[src/rtl/video_pkg.sv]
// Shared video definitions: decoder sync bit positions, coordinate and
// count widths, and the centroid engine state encoding.
package video_pkg;

  localparam int FVH_FIELD = 2;
  localparam int FVH_VSYNC = 1;
  localparam int FVH_HSYNC = 0;

  localparam int COORD_W = 10;
  localparam int CNT_W   = 19;

  typedef logic [COORD_W-1:0] coord_t;
  typedef logic [CNT_W-1:0]   cnt_t;

  typedef enum logic {
    ST_ACCUM  = 1'b0,
    ST_DIVIDE = 1'b1
  } blob_state_t;

endpackage

[src/rtl/seq_divider.sv]
// Unsigned restoring divider, one quotient bit per clock. The first bit is
// resolved on the start edge, so done pulses DATA_W-1 cycles after start is
// sampled and the truncated quotient is valid while done is high.
module seq_divider
  import video_pkg::*;
#(
  parameter int DATA_W = 29,
  parameter int DIV_W  = CNT_W,
  parameter int QUO_W  = COORD_W
) (
  input  logic              clk,
  input  logic              rst_n,
  input  logic              start,
  input  logic [DATA_W-1:0] dividend,
  input  logic [DIV_W-1:0]  divisor,
  output logic              done,
  output logic [QUO_W-1:0]  quotient
);

  localparam int ITER_W = $clog2(DATA_W + 1);

  typedef struct packed {
    logic [DIV_W-1:0]  rem;
    logic [DATA_W-1:0] quo;
  } step_t;

  logic [DIV_W-1:0]  rem;
  logic [DATA_W-1:0] quo;
  logic [DIV_W-1:0]  dvs;
  logic [ITER_W-1:0] iter;
  logic              running;
  step_t             first_s;
  step_t             next_s;

  // One restoring step: shift in the next dividend bit, subtract if it fits.
  // The true difference is always below the divisor, so the low DIV_W bits
  // of the wrapped subtraction are exact.
  function automatic step_t div_step(input logic [DIV_W-1:0]  r,
                                     input logic [DATA_W-1:0] q,
                                     input logic [DIV_W-1:0]  d);
    step_t          s;
    logic [DIV_W:0] sh;
    logic           ge;
    sh    = {r, q[DATA_W-1]};
    ge    = (sh >= {1'b0, d});
    s.rem = ge ? (sh[DIV_W-1:0] - d) : sh[DIV_W-1:0];
    s.quo = {q[DATA_W-2:0], ge};
    return s;
  endfunction

  // Step for the start edge (fresh operands) and for every later edge.
  always_comb begin
    first_s = div_step('0, dividend, divisor);
    next_s  = div_step(rem, quo, dvs);
  end

  // Iteration counter and done pulse.
  always_ff @(posedge clk or negedge rst_n) begin
    if (!rst_n) begin
      running <= 1'b0;
      iter    <= '0;
      done    <= 1'b0;
    end else begin
      done <= 1'b0;
      if (start) begin
        running <= 1'b1;
        iter    <= ITER_W'(DATA_W - 1);
      end else if (running) begin
        iter <= iter - ITER_W'(1);
        if (iter == ITER_W'(1)) begin
          running <= 1'b0;
          done    <= 1'b1;
        end
      end
    end
  end

  // Remainder / quotient shift register.
  always_ff @(posedge clk) begin
    if (start) begin
      rem <= first_s.rem;
      quo <= first_s.quo;
      dvs <= divisor;
    end else if (running) begin
      rem <= next_s.rem;
      quo <= next_s.quo;
    end
  end

  assign quotient = quo[QUO_W-1:0];

endmodule

[src/rtl/blob_centroid.sv]
// Per-field object statistics on the dilated luminance stream: pixel count,
// coordinate sums and bounding box, then centroid by two parallel dividers
// at the vsync rising edge. Small fields skip the divide.
module blob_centroid
  import video_pkg::*;
#(
  parameter logic [7:0]         ON_THRESH = 8'hFF,
  parameter logic [COORD_W-1:0] ROW_START = 10'd0,
  parameter logic [COORD_W-1:0] ROW_STEP  = 10'd2,
  parameter logic [COORD_W-1:0] COL_MAX   = 10'd720,
  parameter logic [CNT_W-1:0]   MIN_COUNT = 19'd16,
  parameter int                 SUM_W     = 29
) (
  input  logic               vclk,
  input  logic               reset_n,
  input  logic [2:0]         fvh,
  input  logic               dv,
  input  logic [7:0]         pixel,
  output logic [COORD_W-1:0] cx,
  output logic [COORD_W-1:0] cy,
  output logic [COORD_W-1:0] xmin,
  output logic [COORD_W-1:0] xmax,
  output logic [COORD_W-1:0] ymin,
  output logic [COORD_W-1:0] ymax,
  output logic [CNT_W-1:0]   count,
  output logic               found,
  output logic               result_valid,
  output logic               busy,
  output logic               overrun
);

  blob_state_t        state;
  coord_t             col, row;
  logic               line_seen;
  logic               vs_prev, hs_prev;
  logic               vs_rise, hs_rise;
  logic               vid, active, obj;
  logic               take_field;
  logic [SUM_W-1:0]   col_ext, row_ext;

  cnt_t               acc_count;
  logic [SUM_W-1:0]   sumx, sumy;
  coord_t             bxmin, bxmax, bymin, bymax;

  cnt_t               h_count;
  logic [SUM_W-1:0]   h_sumx, h_sumy;
  coord_t             h_xmin, h_xmax, h_ymin, h_ymax;

  logic               start_div;
  logic               done_x, done_y;
  coord_t             qx, qy;

  assign vid        = dv && (fvh == 3'b000);
  assign active     = vid && (col < COL_MAX);
  assign obj        = active && (pixel >= ON_THRESH);
  assign vs_rise    = fvh[FVH_VSYNC] && !vs_prev;
  assign hs_rise    = fvh[FVH_HSYNC] && !hs_prev;
  assign take_field = (state == ST_ACCUM) && vs_rise && (acc_count >= MIN_COUNT);
  assign col_ext    = {{(SUM_W-COORD_W){1'b0}}, col};
  assign row_ext    = {{(SUM_W-COORD_W){1'b0}}, row};
  assign busy       = (state == ST_DIVIDE);

  // Raster position: column within the line, row within the field.
  always_ff @(posedge vclk or negedge reset_n) begin
    if (!reset_n) begin
      col       <= '0;
      row       <= ROW_START;
      line_seen <= 1'b0;
      vs_prev   <= 1'b0;
      hs_prev   <= 1'b0;
    end else begin
      vs_prev <= fvh[FVH_VSYNC];
      hs_prev <= fvh[FVH_HSYNC];
      if (vs_rise) begin
        col       <= '0;
        row       <= ROW_START;
        line_seen <= 1'b0;
      end else begin
        if (hs_rise)
          col <= '0;
        else if (vid && (col != '1))
          col <= col + COORD_W'(1);
        if (active)
          line_seen <= 1'b1;
        else if (hs_rise && line_seen) begin
          row       <= row + ROW_STEP;
          line_seen <= 1'b0;
        end
      end
    end
  end

  // Field accumulators; a field end restarts them with the current pixel.
  always_ff @(posedge vclk or negedge reset_n) begin
    if (!reset_n) begin
      acc_count <= '0;
      sumx      <= '0;
      sumy      <= '0;
      bxmin     <= '0;
      bxmax     <= '0;
      bymin     <= '0;
      bymax     <= '0;
    end else if (vs_rise) begin
      acc_count <= obj ? CNT_W'(1) : '0;
      sumx      <= obj ? col_ext : '0;
      sumy      <= obj ? row_ext : '0;
      bxmin     <= obj ? col : '0;
      bxmax     <= obj ? col : '0;
      bymin     <= obj ? row : '0;
      bymax     <= obj ? row : '0;
    end else if (obj) begin
      acc_count <= acc_count + CNT_W'(1);
      sumx      <= sumx + col_ext;
      sumy      <= sumy + row_ext;
      if (acc_count == '0) begin
        bxmin <= col;
        bxmax <= col;
        bymin <= row;
        bymax <= row;
      end else begin
        if (col < bxmin) bxmin <= col;
        if (col > bxmax) bxmax <= col;
        if (row < bymin) bymin <= row;
        if (row > bymax) bymax <= row;
      end
    end
  end

  // Holding registers: a completed field's totals, frozen for the divide.
  always_ff @(posedge vclk) begin
    if (take_field) begin
      h_count <= acc_count;
      h_sumx  <= sumx;
      h_sumy  <= sumy;
      h_xmin  <= bxmin;
      h_xmax  <= bxmax;
      h_ymin  <= bymin;
      h_ymax  <= bymax;
    end
  end

  seq_divider #(.DATA_W(SUM_W), .DIV_W(CNT_W), .QUO_W(COORD_W)) u_div_x (
    .clk      (vclk),
    .rst_n    (reset_n),
    .start    (start_div),
    .dividend (h_sumx),
    .divisor  (h_count),
    .done     (done_x),
    .quotient (qx)
  );

  seq_divider #(.DATA_W(SUM_W), .DIV_W(CNT_W), .QUO_W(COORD_W)) u_div_y (
    .clk      (vclk),
    .rst_n    (reset_n),
    .start    (start_div),
    .dividend (h_sumy),
    .divisor  (h_count),
    .done     (done_y),
    .quotient (qy)
  );

  // Field-end sequencing and registered result outputs.
  always_ff @(posedge vclk or negedge reset_n) begin
    if (!reset_n) begin
      state        <= ST_ACCUM;
      start_div    <= 1'b0;
      cx           <= '0;
      cy           <= '0;
      xmin         <= '0;
      xmax         <= '0;
      ymin         <= '0;
      ymax         <= '0;
      count        <= '0;
      found        <= 1'b0;
      result_valid <= 1'b0;
      overrun      <= 1'b0;
    end else begin
      start_div    <= 1'b0;
      result_valid <= 1'b0;
      case (state)
        ST_ACCUM: begin
          if (take_field) begin
            start_div <= 1'b1;
            state     <= ST_DIVIDE;
          end else if (vs_rise) begin
            cx           <= '0;
            cy           <= '0;
            xmin         <= '0;
            xmax         <= '0;
            ymin         <= '0;
            ymax         <= '0;
            count        <= acc_count;
            found        <= 1'b0;
            result_valid <= 1'b1;
          end
        end
        ST_DIVIDE: begin
          if (vs_rise)
            overrun <= 1'b1;
          if (done_x && done_y) begin
            cx           <= qx;
            cy           <= qy;
            xmin         <= h_xmin;
            xmax         <= h_xmax;
            ymin         <= h_ymin;
            ymax         <= h_ymax;
            count        <= h_count;
            found        <= 1'b1;
            result_valid <= 1'b1;
            state        <= ST_ACCUM;
          end
        end
        default: state <= ST_ACCUM;
      endcase
    end
  end

endmodule

[config.mk]
export PLATFORM = sky130hd
export DESIGN_NAME = blob_centroid
export DESIGN_NICKNAME = d
export VERILOG_FILES = /design/src/rtl/video_pkg.sv /design/src/rtl/seq_divider.sv /design/src/rtl/blob_centroid.sv
export SDC_FILE = /design/constraint.sdc
export NUM_CORES = 1
export LEC_CHECK = 0
export ABC_AREA = 1
export BUFFER_PORTS_ARGS = -buffer_cell sky130_fd_sc_hd__clkbuf_2
export CAP_MARGIN = 20
export CORE_ASPECT_RATIO = 0.6
export CORE_MARGIN = 4
export CORE_UTILIZATION = 57
export CTS_CLUSTER_SIZE = 24
export DETAILED_ROUTE_END_ITERATION = 16
export GPL_ROUTABILITY_DRIVEN = 0
export PLACE_DENSITY = 0.84
export SLEW_MARGIN = 10
export SYNTH_ARGS = -nofsm -noshare
export SYNTH_HDL_FRONTEND = slang
export SYNTH_HIERARCHICAL = 1
export SYNTH_SLANG_ARGS = --single-unit
[constraint.sdc]
create_clock -name vclk -period 3.3 [get_ports vclk]
set_input_delay 0.33 -clock vclk [delete_from_list [all_inputs] [get_ports vclk]]
set_output_delay 0.33 -clock vclk [all_outputs]
set_load 0.03 [all_outputs]
==> flow_summary.ini <==
[run_status]
status = completed

[placement]
port_buffers = 96
dp_hpwl_um = 49330
dp_slack_ps = 762.1

[setup_path]
endpoint_kind = flop
start_kind = flop
worstPathRequired_ps = 3610
path_class = reg -> reg
arrival_ps = 2950
crit_fanout = 20

[die]
die_w_um = 283.2
die_area_sq_um = 49040
io_pins = 97
initial_core_util = 0.5771
core_sq_um = 44890
row_count = 60
chipHeight_um = 173.1

[synthesis]
yosys.area.top_type_share = 0.2909
synth_cell_types = 47
synthTopCellsByArea = edfxtp_1 (29%), dfrtp_1 (23%), nand2_1 (16%)
synth_nets = 3240
synth_flop_cell = edfxtp_1
yosysWarnings = 6
synth_area_sq_um = 25910
synth_edf_count = 251
ys_ff_latch = 488
yosysTopAreaCell = edfxtp_1
ys_async_sr_fraction = 0.4857
post_synth.cell_area_avg_sq_um = 8.314
netlist_instances = 3116
seq_area_frac_synth = 0.5199

[grt]
antenna_found_initial = 1
grt_max_degree = 100
grt_pass1_vias = 19750
grt_use_total = 0.2743
grt_pass1_wl_um = 108700
overflow = 0

[sta]
finalSetupViolCount = 0
skew_ps = 35.17
layout_setup_ws_ps = 651.4
drv_slew = 0
slew_headroom = 0.3921
period_share = 0.8026
finalHoldViolations = 0
rsz0062_at_grt = false
fin_hold_ws_ps = 104.0
fin_setup_tns_ps = 0
min_period_ps = 2649
max_freq_mhz = 377.6
worst_pin_slew_ps = 911.8

[power]
ir_drop_mv = 0.2992
power.density_nw_per_um2 = 428.9
p_leak_nw = 13.55
total_power_w = 0.01218

[route]
drt_drc_violations_left = 0
avgViaCountPerCell = 5.707
vias = 21760
drtIter0Drc = 2684
ant_nets = 0
first_pass_iters = 6
wire_per_inst_um = 17.97
drt_wl_total_um = 68530

[final_layout]
antenna_cells = 0
fillers = 3603
syn2layout_area_growth_pct = 9.606
nNetsFinal = 3311
drive_gt1_frac = 0.07816
multi_input_area_sq_um = 10530
regArea_sq_um = 13470

[cts]
cts_resized = 0
path_clk_slew_ps = 70
htreeDepth = 2
tritoncts = done
clk_latency_ps = 580
clock_path_buffers = 3
cts_root_buf = clkbuf_16
cts.sinks = 488
cts-buffers-inserted = 45

[hold_path]
min_path_type = in -> reg

[flow_run]
drv_cap = 0
## final cells by class
type                            count  share of cell area
Clock buffer                       63             0.04420
Clock inverter                     21            0.008240
Inverter                          362             0.04807
Multi-Input combinational cell   2162              0.3709
Sequential cell                   488              0.4744
Tap cell                          589             0.02595
Timing Repair Buffer              128             0.02820
## path summary, 6_finish.rpt
kind	cells after the start	start	end	slack, ps
min reg2reg	2	h_ymax[3]	ymax[3]	440
max in group asynchronous	3	reset_n	count[16]	1890
min	4	fvh[2]	line_seen	100
max reg2reg	13	u_div_x/quo[28]	u_div_x/rem[11]	650
max	13	u_div_x/quo[28]	u_div_x/rem[11]	650
min in group asynchronous	2	reset_n	cx[0]	340
## through the flow
step                      instances  instance area (sq um)  utilization
after floorplan                3116                  25910            -
after global placement         3726                  26880       0.5987
after detailed placement       3726                  26880       0.5987
after CTS                      3813                  28390       0.6325
after global routing           3813                  28390       0.6325
final                          3813                  28390       0.6325
## cell usage after synthesis, types with 2 or more instances
| master | instances |
|---|---|
| nand2_1 | 1120 |
| inv_1 | 352 |
| nand3_1 | 304 |
| edfxtp_1 | 251 |
| dfrtp_1 | 237 |
| nor2_1 | 223 |
| ha_1 | 106 |
| o21ai_0 | 87 |
| a21oi_1 | 82 |
| nand4_1 | 50 |
| clkbuf_1 | 39 |
| nor3_1 | 32 |
| buf_2 | 31 |
| nand3b_1 | 30 |
| buf_4 | 28 |
| xnor2_1 | 25 |
| nand2_2 | 15 |
| inv_2 | 9 |
| nor4_1 | 8 |
| xor2_1 | 8 |
| nand2_4 | 6 |
| nor2_2 | 6 |
| nor2_4 | 6 |
| o21a_1 | 6 |
| o21bai_1 | 6 |
| a21o_1 | 4 |
| and2_1 | 4 |
| fa_1 | 4 |
| nand3_2 | 4 |
| o211ai_1 | 4 |
| or2_2 | 4 |
| a22o_1 | 3 |
| buf_1 | 3 |
| a21boi_0 | 2 |
| buf_8 | 2 |
| nor3b_1 | 2 |
| o21ai_2 | 2 |
| o22ai_1 | 2 |
## cells in the final DEF, fill, tap and decap left out, types with 6 or more instances in the layout
cell       instances
a21oi_1           82
buf_4             24
clkbuf_1          13
clkbuf_16         46
clkbuf_2          95
clkinv_1           6
clkinv_2           6
dfrtp_1          236
edfxtp_1         251
ha_1             106
inv_1            350
inv_2             10
nand2_1         1118
nand2_2           17
nand2_4            6
nand3_1          304
nand3b_1          30
nand4_1           50
nor2_1           223
nor2_2             6
nor2_4             6
nor3_1            32
nor4_1             8
o21a_1             6
o21ai_0           87
o21bai_1           6
xnor2_1           25
xor2_1             8
## report_power, final
| group | internal [W] | switching [W] | total (W) |
|---|---|---|---|
| sequential | 0.00640 | 0.0000528 | 0.00645 |
| combinational | 0.0000989 | 0.000299 | 0.000398 |
| clock | 0.00300 | 0.00233 | 0.00533 |
| total | 0.00950 | 0.00268 | 0.0122 |
## cell families after synthesis
logic type,Yosys count,synth area share
simple gates,1819,0.2987
buf+inv,466,0.07433
xor+xnor,33,0.01116
compound gates,199,0.04149
fa+ha+maj,110,0.05429
flops,488,0.5199
other cells,1,0.0001448
## registers in the layout (all words and copies together) (netlist names), 19 cells and up
register / flops
h_sumx: 29
u_div_y/dvs: 19
u_div_x/rem: 19
acc_count: 19
u_div_x/quo: 29
sumy: 29
h_count: 19
u_div_y/quo: 29
count: 19
sumx: 29
u_div_y/rem: 19
h_sumy: 29
u_div_x/dvs: 19
## per-layer routing
metal	global-route usage	vias up	share of wire
met3	0.1026	122	0.16
met1	0.4344	10050	0.44
met5	0.005769	-	0.00076
met4	0.05204	4	0.017
li1	-	10230	-
met2	0.3566	1363	0.38
## critical path, stage by stage (launching register included)
cell,delay [ps]
edfxtp_1,320
inv_1,60
ha_1,230
fa_1,420
inv_1,100
nand3_1,70
nand3_1,210
nand2_1,140
nand3_2,110
nand2_4,140
nand2_4,280
nand3_1,170
nand2_1,100
nand2_1,50
## timing repair
| action | 4_1_cts | 5_1_grt |
|---|---|---|
| hold buffers | 3 | 0 |
| endpoints found under the hold margin | 97 | 0 |
| setup buffers | 0 | 0 |
(Power assumes the default switching activity.)
